==> config.mk <==
export PLATFORM = sky130hd
export DESIGN_NAME = reg_scoreboard
export DESIGN_NICKNAME = d
export VERILOG_FILES = /design/src/rtl/reg_scoreboard.sv
export SDC_FILE = /design/constraint.sdc
export NUM_CORES = 1
export LEC_CHECK = 0
export BUFFER_PORTS_ARGS = -buffer_cell sky130_fd_sc_hd__buf_2
export CORE_UTILIZATION = 41
export CTS_CLUSTER_SIZE = 40
export DETAILED_ROUTE_END_ITERATION = 8
export PLACE_DENSITY = 0.56
export SLEW_MARGIN = 15
export SYNTH_ARGS = -nofsm -noshare
export SYNTH_HDL_FRONTEND = slang
export SYNTH_SLANG_ARGS = --single-unit
==> constraint.sdc <==
create_clock -name clk -period 8.65 [get_ports clk]
set_input_delay 0.865 -clock clk [delete_from_list [all_inputs] [get_ports clk]]
set_output_delay 0.865 -clock clk [all_outputs]
set_load 0.01 [all_outputs]
==> src/rtl/reg_scoreboard.sv <==
// Register-file hazard scoreboard: per-register pending-write counters gating decode and issue.
// Optional macro SCB_WB_BYPASS_EN lets a same-cycle final write-back release the decode stall.
module reg_scoreboard #(
   parameter int NREGS = 15,
   parameter int CNT_W = 2
) (
   input  logic       clk,
   input  logic       rst_n,
   input  logic       flush,
   input  logic       d_valid,
   input  logic [3:0] d_srcA,
   input  logic [3:0] d_srcB,
   output logic       d_stall,
   input  logic       iss_valid,
   input  logic [3:0] iss_dstE,
   input  logic [3:0] iss_dstM,
   output logic       iss_ready,
   input  logic       wbE_valid,
   input  logic [3:0] wbE_dst,
   input  logic       wbM_valid,
   input  logic [3:0] wbM_dst,
   output logic [5:0] pend_total,
   output logic       err
);

   localparam int SW = CNT_W + 1;
   localparam logic [SW-1:0] CMAX = SW'((1 << CNT_W) - 1);

   logic [NREGS-1:0][CNT_W-1:0] r_cnt;
   logic [5:0]                  r_total;
   logic                        r_err;

   logic [NREGS-1:0][SW-1:0]    w_inc;
   logic [NREGS-1:0][SW-1:0]    w_dec;
   logic [NREGS-1:0][CNT_W-1:0] w_cntNext;
   logic [NREGS-1:0]            w_under;
   logic                        w_full;
   logic                        w_accept;
   logic [5:0]                  w_totalNext;
   logic                        w_hzA;
   logic                        w_hzB;

   // IDs outside 0..NREGS-1 (including RNONE) never match a loop index, so they are ignored.
   always_comb begin
      w_full = 1'b0;
      for (int r = 0; r < NREGS; r++) begin
         w_inc[r] = SW'(iss_dstE == 4'(r)) + SW'(iss_dstM == 4'(r));
         w_dec[r] = SW'(wbE_valid && (wbE_dst == 4'(r))) + SW'(wbM_valid && (wbM_dst == 4'(r)));
         if ((w_inc[r] != '0) && (({1'b0, r_cnt[r]} + w_inc[r]) > (CMAX + w_dec[r])))
            w_full = 1'b1;
      end
   end

   assign iss_ready = !(iss_valid && w_full);
   assign w_accept  = iss_valid && iss_ready;

   always_comb begin : nextState
      logic [SW-1:0] sum;
      sum         = '0;
      w_under     = '0;
      w_totalNext = '0;
      for (int r = 0; r < NREGS; r++) begin
         sum = {1'b0, r_cnt[r]} + (w_accept ? w_inc[r] : '0);
         if (flush) begin
            w_cntNext[r] = '0;
         end else if (w_dec[r] > sum) begin
            w_cntNext[r] = '0;
            w_under[r]   = 1'b1;
         end else begin
            w_cntNext[r] = CNT_W'(sum - w_dec[r]);
         end
         w_totalNext = w_totalNext + 6'(w_cntNext[r]);
      end
   end

   always_comb begin
      w_hzA = 1'b0;
      w_hzB = 1'b0;
      for (int r = 0; r < NREGS; r++) begin
`ifdef SCB_WB_BYPASS_EN
         if (d_srcA == 4'(r)) w_hzA = ({1'b0, r_cnt[r]} > w_dec[r]);
         if (d_srcB == 4'(r)) w_hzB = ({1'b0, r_cnt[r]} > w_dec[r]);
`else
         if (d_srcA == 4'(r)) w_hzA = (r_cnt[r] != '0);
         if (d_srcB == 4'(r)) w_hzB = (r_cnt[r] != '0);
`endif
      end
   end

   assign d_stall = d_valid && (w_hzA || w_hzB);

   // Flush wins over any underflow in the same cycle, so err only latches when not flushing.
   always_ff @(posedge clk or negedge rst_n) begin
      if (!rst_n) begin
         r_cnt   <= '0;
         r_total <= '0;
         r_err   <= 1'b0;
      end else begin
         r_cnt   <= w_cntNext;
         r_total <= w_totalNext;
         if (!flush && (|w_under))
            r_err <= 1'b1;
      end
   end

   assign pend_total = r_total;
   assign err        = r_err;

endmodule

-- Yosys cells after proc, flatten, opt, wreduce, memory -nomap -nowiden
Index checks and enable logic that the tools add are counted.
- bits in registers: 37
- output and inout bits: 9
- input bits: 31
- logic and storage cells: 444
- eq/ne operators: 84
- $add $sub $neg: 104
- mux-type cells: 120
- magnitude comparators: 30
- reductions and logical operators: 89
- operators with widths (operator ; count):
    $eq A4 B4 Y1 const B ; 42
    $eq A4 B3 Y1 const B ; 24
    $add A2 B2 Y3 ; 31
    $mux W2 ; 45
    $mux W1 ; 75
    $add A1 B1 Y2 ; 30
    $add A6 B2 Y6 ; 10
    $logic_and A1 B1 Y1 ; 49
    $eq A4 B2 Y1 const B ; 12
    $add A2 B2 Y3 const A ; 15
    $gt A2 B3 Y1 ; 15
    $gt A3 B3 Y1 ; 15
    $reduce_bool A3 Y1 ; 15
    $reduce_bool A2 Y1 ; 15
    $sub A2 B2 Y2 ; 15
    $eq A4 B1 Y1 const B ; 6
    $logic_not A4 Y1 ; 6
    $reduce_or A15 Y1 ; 1
    $add A5 B2 Y6 ; 1
    $add A4 B2 Y5 ; 1
    $add A3 B2 Y4 ; 1
    $logic_not A1 Y1 ; 2
    $logic_or A1 B1 Y1 ; 1

-- Depth between registers and ports, before layout
Gate-level depths: netlist (run 1).
- word-level depth: 43
- gate-level depth with buffers: 39
- mapped depth without buffers: 38

-- Least setup slack after synthesis (run 1)
OpenSTA, ideal clock, no wires.
- path type: input -> register
- start: input iss_dstE[1]
- end: register r_total[5] (netlist: pend_total[5])
- buffers on the path: 1
- library setup time: 0.066 ns
- stages: 37
- arrival time: 8.562 ns
- required time: 8.584 ns
- path slack: 0.022 ns
- cell sequence: nor2b_1 > nand3_1 > ha_1 > ha_1 > inv_1 > fa_1 > inv_1 > ha_1 > nor2b_1 > o21a_1 > o21ai_1 > and4_1 > and4_1 > buf_2 > and2_1 > ha_1 > inv_1 > fa_1 > ha_1 > nor2b_1 > o21ai_1 > a21oi_1 > or3_1 > fa_1 > inv_1 > fa_1 > fa_1 > fa_1 > inv_1 > fa_1 > inv_1 > ha_1 > inv_1 > fa_1 > nor2b_1 > o21ai_0 > nand2b_1
- longest elaborated chain between the ends: 42
- elaborated cells between the ends (all ways): 212
- those cells by class: 74 x add/sub; 30 x order compare; 14 x eq/ne; 60 x mux; 34 x reduce/logical
- ends and longest elaborated chain (what ; RTL line ; RTL):
    start, declared ; 15 ; input logic [3:0] iss_dstE,
    $logic_not A4 Y1 ; 47 ; w_inc[r] = SW'(iss_dstE == 4'(r)) + SW'(iss_dstM == 4'(r));
    $add A1 B1 Y2 ; 47 ;
    $add A2 B2 Y3 ; 49 ; if ((w_inc[r] != '0) && (({1'b0, r_cnt[r]} + w_inc[r]) > (CMAX + w_dec[r])))
    $gt A3 B3 Y1 ; 49 ;
    $logic_and A1 B1 Y1 ; 49 ;
    $mux W1 (15 in a row) ; 49 ;
    $logic_and A1 B1 Y1 ; 54 ; assign iss_ready = !(iss_valid && w_full);
    $logic_not A1 Y1 ; 54 ;
    [5 not listed] ; -- ;
    $mux W2 ; 64 ; if (flush) begin
    $add A2 B2 Y3 ; 72 ; w_totalNext = w_totalNext + 6'(w_cntNext[r]);
    $add A3 B2 Y4 ; 72 ;
    $add A4 B2 Y5 ; 72 ;
    $add A5 B2 Y6 ; 72 ;
    $add A6 B2 Y6 (9 in a row) ; 72 ;
    $add A6 B2 Y6 (*) ; 72 ;
    via w_totalNext[5] ; 39 ; logic [5:0] w_totalNext;
    end signal, assigned ; 100 ; r_total <= w_totalNext;
    end, declared ; 30 ; logic [5:0] r_total;
The timed path passes the listed nets; every way through them passes the cells marked *.
A chain may end at the register's enable or synchronous reset.

==> impl_metrics.env, run 1 <==
export IMPL_rr_worst_depth=35
export IMPL_top_usage_layer="met2"
export IMPL_p_switching_mw=0.259
export IMPL_seq_area_frac_synth=0.121
export IMPL_skew_ns=0.00626
export IMPL_gr_total_overflow=0
export IMPL_syn_num_nets=1227
export IMPL_cts_root_buf="clkbuf_16"
export IMPL_ys_types=47
export IMPL_antennaDiodeCount=0
export IMPL_finalInstanceArea_um2=10500
export IMPL_syn_area_um2=7680
export IMPL_ys_top_cells_by_count="inv_1 (267), ha_1 (202), nand2_1 (70), fa_1 (55), dfrtp_1 (37)"
export IMPL_grt_pass1_wl_mm=34.4
export IMPL_crit_path_frequent_cell="fa_1"
export IMPL_synth_edff_count=0
export IMPL_synth_area_top_cells="ha_1 (33%), fa_1 (14%), inv_1 (13%), dfrtp_1 (12%), nand2_1 (3.4%)"
export IMPL_grt_max_degree=38
export IMPL_crit_start="iss_dstM[2]"
export IMPL_die_area_um2=19300
export IMPL_use_met2=0.385
export IMPL_max_stage_delay_ns=0.63
export IMPL_num_vias=6726
export IMPL_utilization=0.577
export IMPL_synthArstFlopShare=1.00
export IMPL_power_frac_comb=0.426
export IMPL_worstPathArrival_ns=9.05
export IMPL_reg2reg_to="pend_total[5]"
export IMPL_first_iter_violations=427
export IMPL_clock_sinks=37
export IMPL_synth_avg_cell_area_um2=8.18
export IMPL_drive_gt1_frac=0.301
export IMPL_switching_share=0.358
export IMPL_hold_viol=0
export IMPL_initial_core_util=0.423
export IMPL_run_status="complete, but fails checks"
export IMPL_synth_most_common_cell="inv_1"
export IMPL_place_ws_ns=-1.02
export IMPL_crit_path_top_delay_cell="fa_1"
export IMPL_start_kind="primary input"
export IMPL_gr_usage_met1=0.319
export IMPL_critical_path_class="in -> reg"
export IMPL_port_buffer_count=39
export IMPL_required_ns=8.89
export IMPL_die_x_um=139
export IMPL_dp_cells=1321
export IMPL_finalMaxSlewViolations=0
export IMPL_yosys_area_top_type="ha_1"
export IMPL_std_cell_rows=49
export IMPL_p_total_mw=0.724
export IMPL_vdd_drop_max_uv=81.1
export IMPL_setup_ws_ns=-0.159
export IMPL_clk_latency_ns=0.30
export IMPL_setup_viol=4
export IMPL_r2r_slack_ns=0.74
export IMPL_leakagePower_nw=5.85
export IMPL_power_per_cell_area_nw_per_um2=69.2
export IMPL_drc=3
export IMPL_tns_ns=-0.516
export IMPL_worstHoldPathType="reg -> reg"
export IMPL_crit_family="adder cells"
export IMPL_dpl_cell_area_um2=9050
export IMPL_clockPowerShare=0.313
export IMPL_maxCapViolations=0
export IMPL_routed_via_density=4.95
export IMPL_crit_end="pend_total[5]"
export IMPL_syn_to_final_growth_pct=36.4
export IMPL_drt_wl_total_mm=22.4
export IMPL_crit_path_end_kind="register"
export IMPL_antenna_found_initial=0
export IMPL_grt_pass1_vias=6625
export IMPL_p_int_mw=0.465
export IMPL_synthFlopType="dfrtp_1"
export IMPL_cts_tree="yes"
export IMPL_clock_fmax_mhz=114
export IMPL_wl_per_cell_um=16.5
export IMPL_nNetsFinal=1416
export IMPL_tightest_slew_ns=1.02
export IMPL_fp_dieH_um=139
export IMPL_cts_buffer_depth=2
export IMPL_post_route_min_period_ns=8.81
export IMPL_yosysTopAreaCellShare=0.329
export IMPL_cp_max_fo=5
export IMPL_synth_ff_latch_count=37
export IMPL_h_tree_depth=2
export IMPL_maxSlewHeadroom=0.322
export IMPL_io_pins=40
export IMPL_post_dp_hpwl_mm=17.8
export IMPL_r2r_start="r_cnt[18]"
export IMPL_instances_no_fill=1358
export IMPL_min_period_over_period=1.02
export IMPL_yosysWarnings=0
export IMPL_p_seq_frac=0.261
export IMPL_ant_nets=0
export IMPL_violations="DRC, setup timing"
export IMPL_whs_ns=0.488
export IMPL_core_area_um2=18100
export IMPL_grtUsageTotal=0.233
export IMPL_gp_routability_congestion=0.901
export IMPL_rsz0062_at_grt="yes"
export IMPL_gr_usage_met3=0.0259
export IMPL_cts_buffers=5
export IMPL_crit_cells=41
export IMPL_netlist_instances=939
export IMPL_worst_path_buf_inv=14
export IMPL_first_pass_iters=7
export IMPL_clk_pin_slew_ns=0.06
-- cells by family after synthesis --
| kind of cell | share of synthesized area |
|---|---|
| and+or+nand+nor | 0.163 |
| DFF | 0.121 |
| xor gates and xnor gates | 0.0194 |
| buffers and inverters | 0.138 |
| muxes | 0.00293 |
| AOI/OAI and AO/OA | 0.0838 |
| adders and majority gates | 0.473 |
-- state kept, by name, indices dropped and copies added, names as in the netlist --
name and count:
err 1, pend_total 6, r_cnt 30
-- worst register-to-register path: cells and delay by family, from the launching register on --
family                     cells  cell delay [ns]
AOI/OAI and AO/OA              3             0.37
xor gates and xnor gates       1             0.15
adders and majority gates     13             4.82
buffers and inverters         11             0.88
DFF                            1             0.47
and+or+nand+nor                7             1.18
-- layer usage --
| metal | up-vias | wire, um |
|---|---|---|
| li1 | 3317 | - |
| met1 | 3260 | 10200 |
| met2 | 123 | 10800 |
| met3 | 26 | 804 |
| met4 | 0 | 562 |
| met5 | - | 0 |
-- worst min-delay path by stage --
stage / startpoint / end / slack (ns) / cells past startpoint
floorplan: err / err / 0.51 / 1
global placement: err / err / 0.47 / 1
detailed placement: err / err / 0.48 / 1
CTS: err / err / 0.50 / 1
global route: err / err / 0.52 / 1
finish: err / err / 0.49 / 1
-- layout make-up --
cell class                 count  area [um2]
sequential                    37         926
fill                        1617        7670
clock inverter                 2        38.8
timing repair buffer         192        1510
inverter                     271        1020
tap                          229         287
clock buffer                   6         129
multi-input combinational    621        6570
-- repair_timing --
item,in CTS,in global routing
gates resized for setup,115,101
cloned,0,0
pin swaps,45,54
setup buffers,16,14
hold buffers,0,0
setup endpoints to repair,5,5
-- power by group through the flow --
stage	Sequential (mW)	Clock, mW	Combinational, mW
final	0.189	0.227	0.309
after CTS	0.189	0.232	0.280
after floorplan	0.193	0	0.137
after global placement	0.192	0	0.250
after global routing	0.190	0.240	0.343
after detailed placement	0.192	0	0.252
-- cells in the final DEF, fill, tap and decap left out, drive strengths merged, types with 6 or more instances in the layout --
cell,netlist,final
a21oi,24,24
a31oi,16,16
and2,27,27
buf,5,192
clkbuf,5,6
dfrtp,37,37
fa,55,55
ha,202,202
inv,271,271
nand2,70,70
nand3,19,19
nor2,35,35
nor2b,35,35
nor3,18,18
nor3b,7,7
o21a,15,15
o21ai,27,27
or3,11,11
xor2,15,15
Note: power is estimated with default switching activity, not from simulation.
==> run 2, diff against run 1 <==
CORE_UTILIZATION = 45   (was 41)
PLACE_DENSITY = 0.61   (was 0.56)
==> run 2 against run 1 <==
The flow finishes with violations (setup timing). Non-clock buffer count is 14 higher. Combinational power is 4% higher. Sequential power hardly changed. Die area is 8.8% lower. Global-route usage is 2.1 points higher. Register-to-register slack worse by 0.10 ns.
==> impl_metrics.env, run 2 (same netlist as run 1, synthesis figures left out) <==
export IMPL_p_switching_mw=0.252
export IMPL_r2r_slack_ns=0.64
export IMPL_max_stage_delay_ns=0.58
export IMPL_clock_sinks=37
export IMPL_crit_path_top_delay_cell="fa_1"
export IMPL_largest_reg_flops=30
export IMPL_wl_per_cell_um=16.4
export IMPL_tightest_slew_ns=0.962
export IMPL_ctsHoldBuffers=0
export IMPL_setup_viol=4
export IMPL_gr_usage_met1=0.332
export IMPL_grt_max_degree=38
export IMPL_post_route_min_period_ns=8.85
export IMPL_antenna_found_initial=0
export IMPL_multi_input_area_um2=6590
export IMPL_routed_via_density=4.99
export IMPL_num_vias=6795
export IMPL_drt_wl_total_mm=22.3
export IMPL_leakagePower_nw=5.90
export IMPL_post_dp_hpwl_mm=17.8
export IMPL_switching_share=0.363
export IMPL_first_iter_violations=452
export IMPL_drive_gt1_frac=0.308
export IMPL_nNetsFinal=1430
export IMPL_cts_root_buf="clkbuf_16"
export IMPL_vdd_drop_max_uv=80.4
export IMPL_crit_path_frequent_cell="inv_2"
export IMPL_violations="setup timing"
export IMPL_clock_fmax_mhz=113
export IMPL_initial_core_util=0.461
export IMPL_p_seq_frac=0.272
export IMPL_top_register="r_cnt"
export IMPL_drc=0
export IMPL_fp_dieH_um=133
export IMPL_final_common_cell="inv_1"
export IMPL_maxCapViolations=0
export IMPL_min_period_over_period=1.02
export IMPL_gp_routability_congestion=0.890
export IMPL_p_int_mw=0.441
export IMPL_setup_ws_ns=-0.196
export IMPL_required_ns=8.87
export IMPL_run_status="complete, but fails checks"
export IMPL_top_usage_layer="met2"
export IMPL_h_tree_depth=2
export IMPL_cts_buffers=5
export IMPL_worstHoldPathType="reg -> reg"
export IMPL_skew_ns=0.00721
export IMPL_seq_area_um2=926
export IMPL_port_buffer_count=39
export IMPL_grtUsageTotal=0.255
export IMPL_first_pass_iters=5
export IMPL_start_kind="primary input"
export IMPL_cts_buffer_depth=2
export IMPL_power_frac_comb=0.462
export IMPL_clockPowerShare=0.266
export IMPL_worstPathArrival_ns=9.07
export IMPL_grt_pass1_vias=6733
export IMPL_use_met2=0.435
export IMPL_final_cell_mix="inv_1 (249), ha_1 (167), buf_4 (150), nand2_1 (54), fa_1 (51)"
export IMPL_clk_latency_ns=0.29
export IMPL_io_pins=40
export IMPL_gr_usage_met3=0.0326
export IMPL_whs_ns=0.480
export IMPL_grt_pass1_wl_mm=34.3
export IMPL_antennaDiodeCount=0
export IMPL_cp_max_fo=6
export IMPL_p_total_mw=0.693
export IMPL_nFillCells=1373
export IMPL_gr_total_overflow=0
export IMPL_power_per_cell_area_nw_per_um2=65.7
export IMPL_crit_path_end_kind="register"
export IMPL_critical_path_class="in -> reg"
export IMPL_hold_viol=0
export IMPL_clk_pin_slew_ns=0.06
export IMPL_die_x_um=133
export IMPL_std_cell_rows=47
export IMPL_rsz0062_at_grt="yes"
export IMPL_cts_tree="yes"
export IMPL_syn_to_final_growth_pct=37.2
export IMPL_maxSlewHeadroom=0.359
export IMPL_ant_nets=0
export IMPL_core_area_um2=16600
export IMPL_die_area_um2=17600
export IMPL_finalMaxSlewViolations=0
## run 2: changes by cell type in the layout (fill, tap and decap cells not counted), moves of 4 or more
cell	before	now
ha_2	6	2
inv_1	253	249
buf_4	132	150
nand2_2	10	6
inv_2	18	22
ha_1	163	167
## run 2: final cells by class
cell class	instances	area share
Clock buffer	7	0.0126
Tap cell	220	0.0261
Sequential cell	37	0.0879
Clock inverter	1	0.000713
Multi-Input combinational cell	621	0.625
Timing Repair Buffer	206	0.151
Inverter	271	0.0965
## run 2: metrics by stage
step                      std cells   util  TNS, ns  area [um2]  setup WS [ns]
after global placement         1323  0.548    -4.07        9120         -0.957
after global routing           1363  0.633    -1.64       10500         -0.464
after CTS                      1346  0.600   -0.400        9980         -0.140
after detailed placement       1323  0.548    -4.80        9120          -1.12
after floorplan                 939      -        0        7680         0.0220
final                          1363  0.633   -0.686       10500         -0.196
## run 2: layer usage
layer	vias to the layer above	part of all wire
li1	3339	-
met1	3277	0.42
met2	147	0.50
met3	32	0.047
met4	0	0.030
met5	-	0
## run 2: path summary, 6_finish.rpt
| kind | startpoint | cells after the start | to |
|---|---|---|---|
| min in group asynchronous | rst_n | 1 | pend_total[5] |
| worst max-delay path | iss_dstE[2] | 40 | pend_total[5] |
| worst min-delay path | err | 1 | err |
| max in group asynchronous | rst_n | 1 | r_cnt[12] |
| worst max register to register | r_cnt[2] | 34 | pend_total[5] |
| worst min register to register | err | 1 | err |
## run 2: power by group through the flow
stage	combinational, mW	sequential, mW	clock (mW)
finish	0.320	0.189	0.184
global route	0.354	0.190	0.195
CTS	0.291	0.188	0.187
detailed placement	0.253	0.192	0
global placement	0.247	0.192	0
floorplan	0.137	0.193	0
## run 2: timing repair
item                       CTS  global route
setup endpoints to repair    5             5
gates resized for setup    130            86
setup buffers               15            18
pin swaps                   46            65
## run 2: worst max-delay path: cells and delay by family
kind | cells | cell delay [ns]
buffers and inverters | 11 | 0.83
AO/OA/AOI/OAI | 5 | 0.63
adder cells (fa/ha/maj) | 14 | 5.06
AND/OR/NAND/NOR | 10 | 1.67
==> run 3, diff against run 2 <==
GPL_TIMING_DRIVEN = 0   (was default)
==> run 3 against run 2 <==
The flow still finishes with violations (setup timing). Largest cell class unchanged. Via count down 7.2%. First-iteration DRC count down 17%. Sequential share of layout area up 0.95 points. Clock power up 18%.
==> impl_metrics.env, run 3 (same netlist as run 1, synthesis figures left out) <==
export IMPL_run_status="complete, but fails checks"
export IMPL_violations="setup timing"
export IMPL_required_ns=8.89
export IMPL_nNetsFinal=1302
export IMPL_crit_family="adder cells"
export IMPL_post_route_min_period_ns=8.70
export IMPL_setup_ws_ns=-0.0530
export IMPL_p_total_mw=0.684
export IMPL_whs_path_depth=1
export IMPL_die_x_um=133
export IMPL_clock_sinks=37
export IMPL_antennaDiodeCount=0
export IMPL_whs_ns=0.488
export IMPL_drt_wl_total_mm=20.4
export IMPL_instances_no_fill=1235
export IMPL_hold_viol=0
export IMPL_leakagePower_nw=5.25
export IMPL_io_pins=40
export IMPL_p_int_mw=0.439
export IMPL_rsz0062_at_grt="yes"
export IMPL_ant_nets=0
export IMPL_tightest_slew_ns=0.980
export IMPL_gr_total_overflow=0
export IMPL_maxCapViolations=0
export IMPL_syn_to_final_growth_pct=23.8
export IMPL_largest_reg_flops=30
export IMPL_crit_path_top_delay_cell="fa_1"
export IMPL_first_pass_iters=5
export IMPL_p_seq_frac=0.275
export IMPL_cts_buffer_depth=2
export IMPL_utilization=0.571
export IMPL_clk_pin_slew_ns=0.06
export IMPL_vdd_drop_max_uv=73.5
export IMPL_gp_routability_congestion=0.896
export IMPL_tns_ns=-0.100
export IMPL_finalInstanceArea_um2=9510
export IMPL_drc=0
export IMPL_final_cell_mix="inv_1 (255), ha_1 (171), nand2_1 (56), fa_1 (52), dfrtp_1 (37)"
export IMPL_switching_share=0.358
export IMPL_power_per_cell_area_nw_per_um2=71.9
export IMPL_post_dp_hpwl_mm=16.5
export IMPL_critical_path_class="in -> reg"
export IMPL_cp_max_fo=7
export IMPL_finalMaxSlewViolations=0
export IMPL_maxSlewHeadroom=0.347
export IMPL_p_switching_mw=0.245
export IMPL_grtUsageTotal=0.239
export IMPL_wl_per_cell_um=16.6
export IMPL_final_common_cell="inv_1"
export IMPL_cts_tree="yes"
export IMPL_port_buffer_count=37
export IMPL_num_vias=6304
export IMPL_r2r_start="r_cnt[22]"
export IMPL_initial_core_util=0.461
export IMPL_crit_path_end_kind="register"
export IMPL_crit_start="iss_dstE[1]"
export IMPL_grt_pass1_wl_mm=32.2
export IMPL_antenna_found_initial=0
export IMPL_clock_fmax_mhz=115
export IMPL_rr_worst_depth=36
export IMPL_setup_viol=2
export IMPL_top_register="r_cnt"
export IMPL_routed_via_density=5.10
export IMPL_clockPowerShare=0.319
export IMPL_start_kind="primary input"
export IMPL_ctsHoldBuffers=0
export IMPL_dp_cells=1196
export IMPL_dpl_cell_area_um2=8140
export IMPL_cts_buffers=5
export IMPL_place_ws_ns=-1.31
export IMPL_h_tree_depth=2
export IMPL_worstPathArrival_ns=8.94
export IMPL_fp_dieH_um=133
export IMPL_std_cell_rows=47
export IMPL_power_frac_comb=0.405
export IMPL_grt_max_degree=38
export IMPL_worst_path_buf_inv=12
export IMPL_hp_start="err"
export IMPL_core_area_um2=16600
export IMPL_crit_cells=41
export IMPL_clk_latency_ns=0.30
export IMPL_skew_ns=0.00952
export IMPL_grt_pass1_vias=6131
export IMPL_die_area_um2=17600
export IMPL_min_period_over_period=1.01
export IMPL_max_stage_delay_ns=0.55
export IMPL_drive_gt1_frac=0.210
export IMPL_first_iter_violations=374
export IMPL_cts_root_buf="clkbuf_16"
export IMPL_worstHoldPathType="reg -> reg"
[run 3: cell count changes in the layout (fill, tap and decap cells not counted), sizes merged]
cell | before | now
clkinvlp | 1 | 0
clkbuf | 7 | 12
bufinv | 0 | 1
buf | 206 | 72
clkinv | 0 | 1
[run 3: worst reg2reg max path, delay by kind of cell, from the launching register on]
kind | cells | cell delay, ns
fa+ha+maj | 13 | 4.69
buf+inv | 10 | 0.68
compound gates | 5 | 0.68
simple gates | 8 | 1.33
flops | 1 | 0.51
[run 3: layer usage]
metal / vias up / wire length (um) / GRT usage
li1: 3089 / - / -
met1: 3073 / 9600 / 0.327
met2: 109 / 9540 / 0.398
met3: 33 / 660 / 0.0207
met4: 0 / 641 / 0.0722
met5: - / 0 / 0
[run 3: timing repair]
| action | in CTS | in global routing |
|---|---|---|
| endpoints found under the hold margin | 0 | 0 |
| pin swaps | 45 | 58 |
| buffers inserted | 18 | 13 |
| setup endpoints to repair | 5 | 5 |
| resized for setup | 107 | 95 |
[run 3: power by group through the flow]
stage	combinational [mW]	sequential, mW	clock (mW)
after global placement	0.212	0.191	0
after floorplan	0.137	0.193	0
final	0.277	0.188	0.218
after global routing	0.311	0.189	0.228
after CTS	0.248	0.188	0.222
after detailed placement	0.215	0.191	0
[run 3: worst paths after layout]
path / endpoint / slack, ns
worst max-delay path: pend_total[5] / -0.05
worst min-delay path: err / 0.49
worst max register to register: pend_total[5] / 0.72
min in group asynchronous: pend_total[4] / 0.73
max in group asynchronous: r_cnt[15] / 7.31
worst min register to register: err / 0.49
[run 3: cell type report]
| class | instances | area, um2 |
|---|---|---|
| fill | 1509 | 7130 |
| clock buffer | 6 | 129 |
| multi-input combinational | 621 | 6470 |
| tap | 220 | 275 |
| inverter | 271 | 1020 |
| buffer | 10 | 62.6 |
| sequential | 37 | 926 |
| clock inverter | 2 | 38.8 |
| timing repair buffer | 68 | 582 |
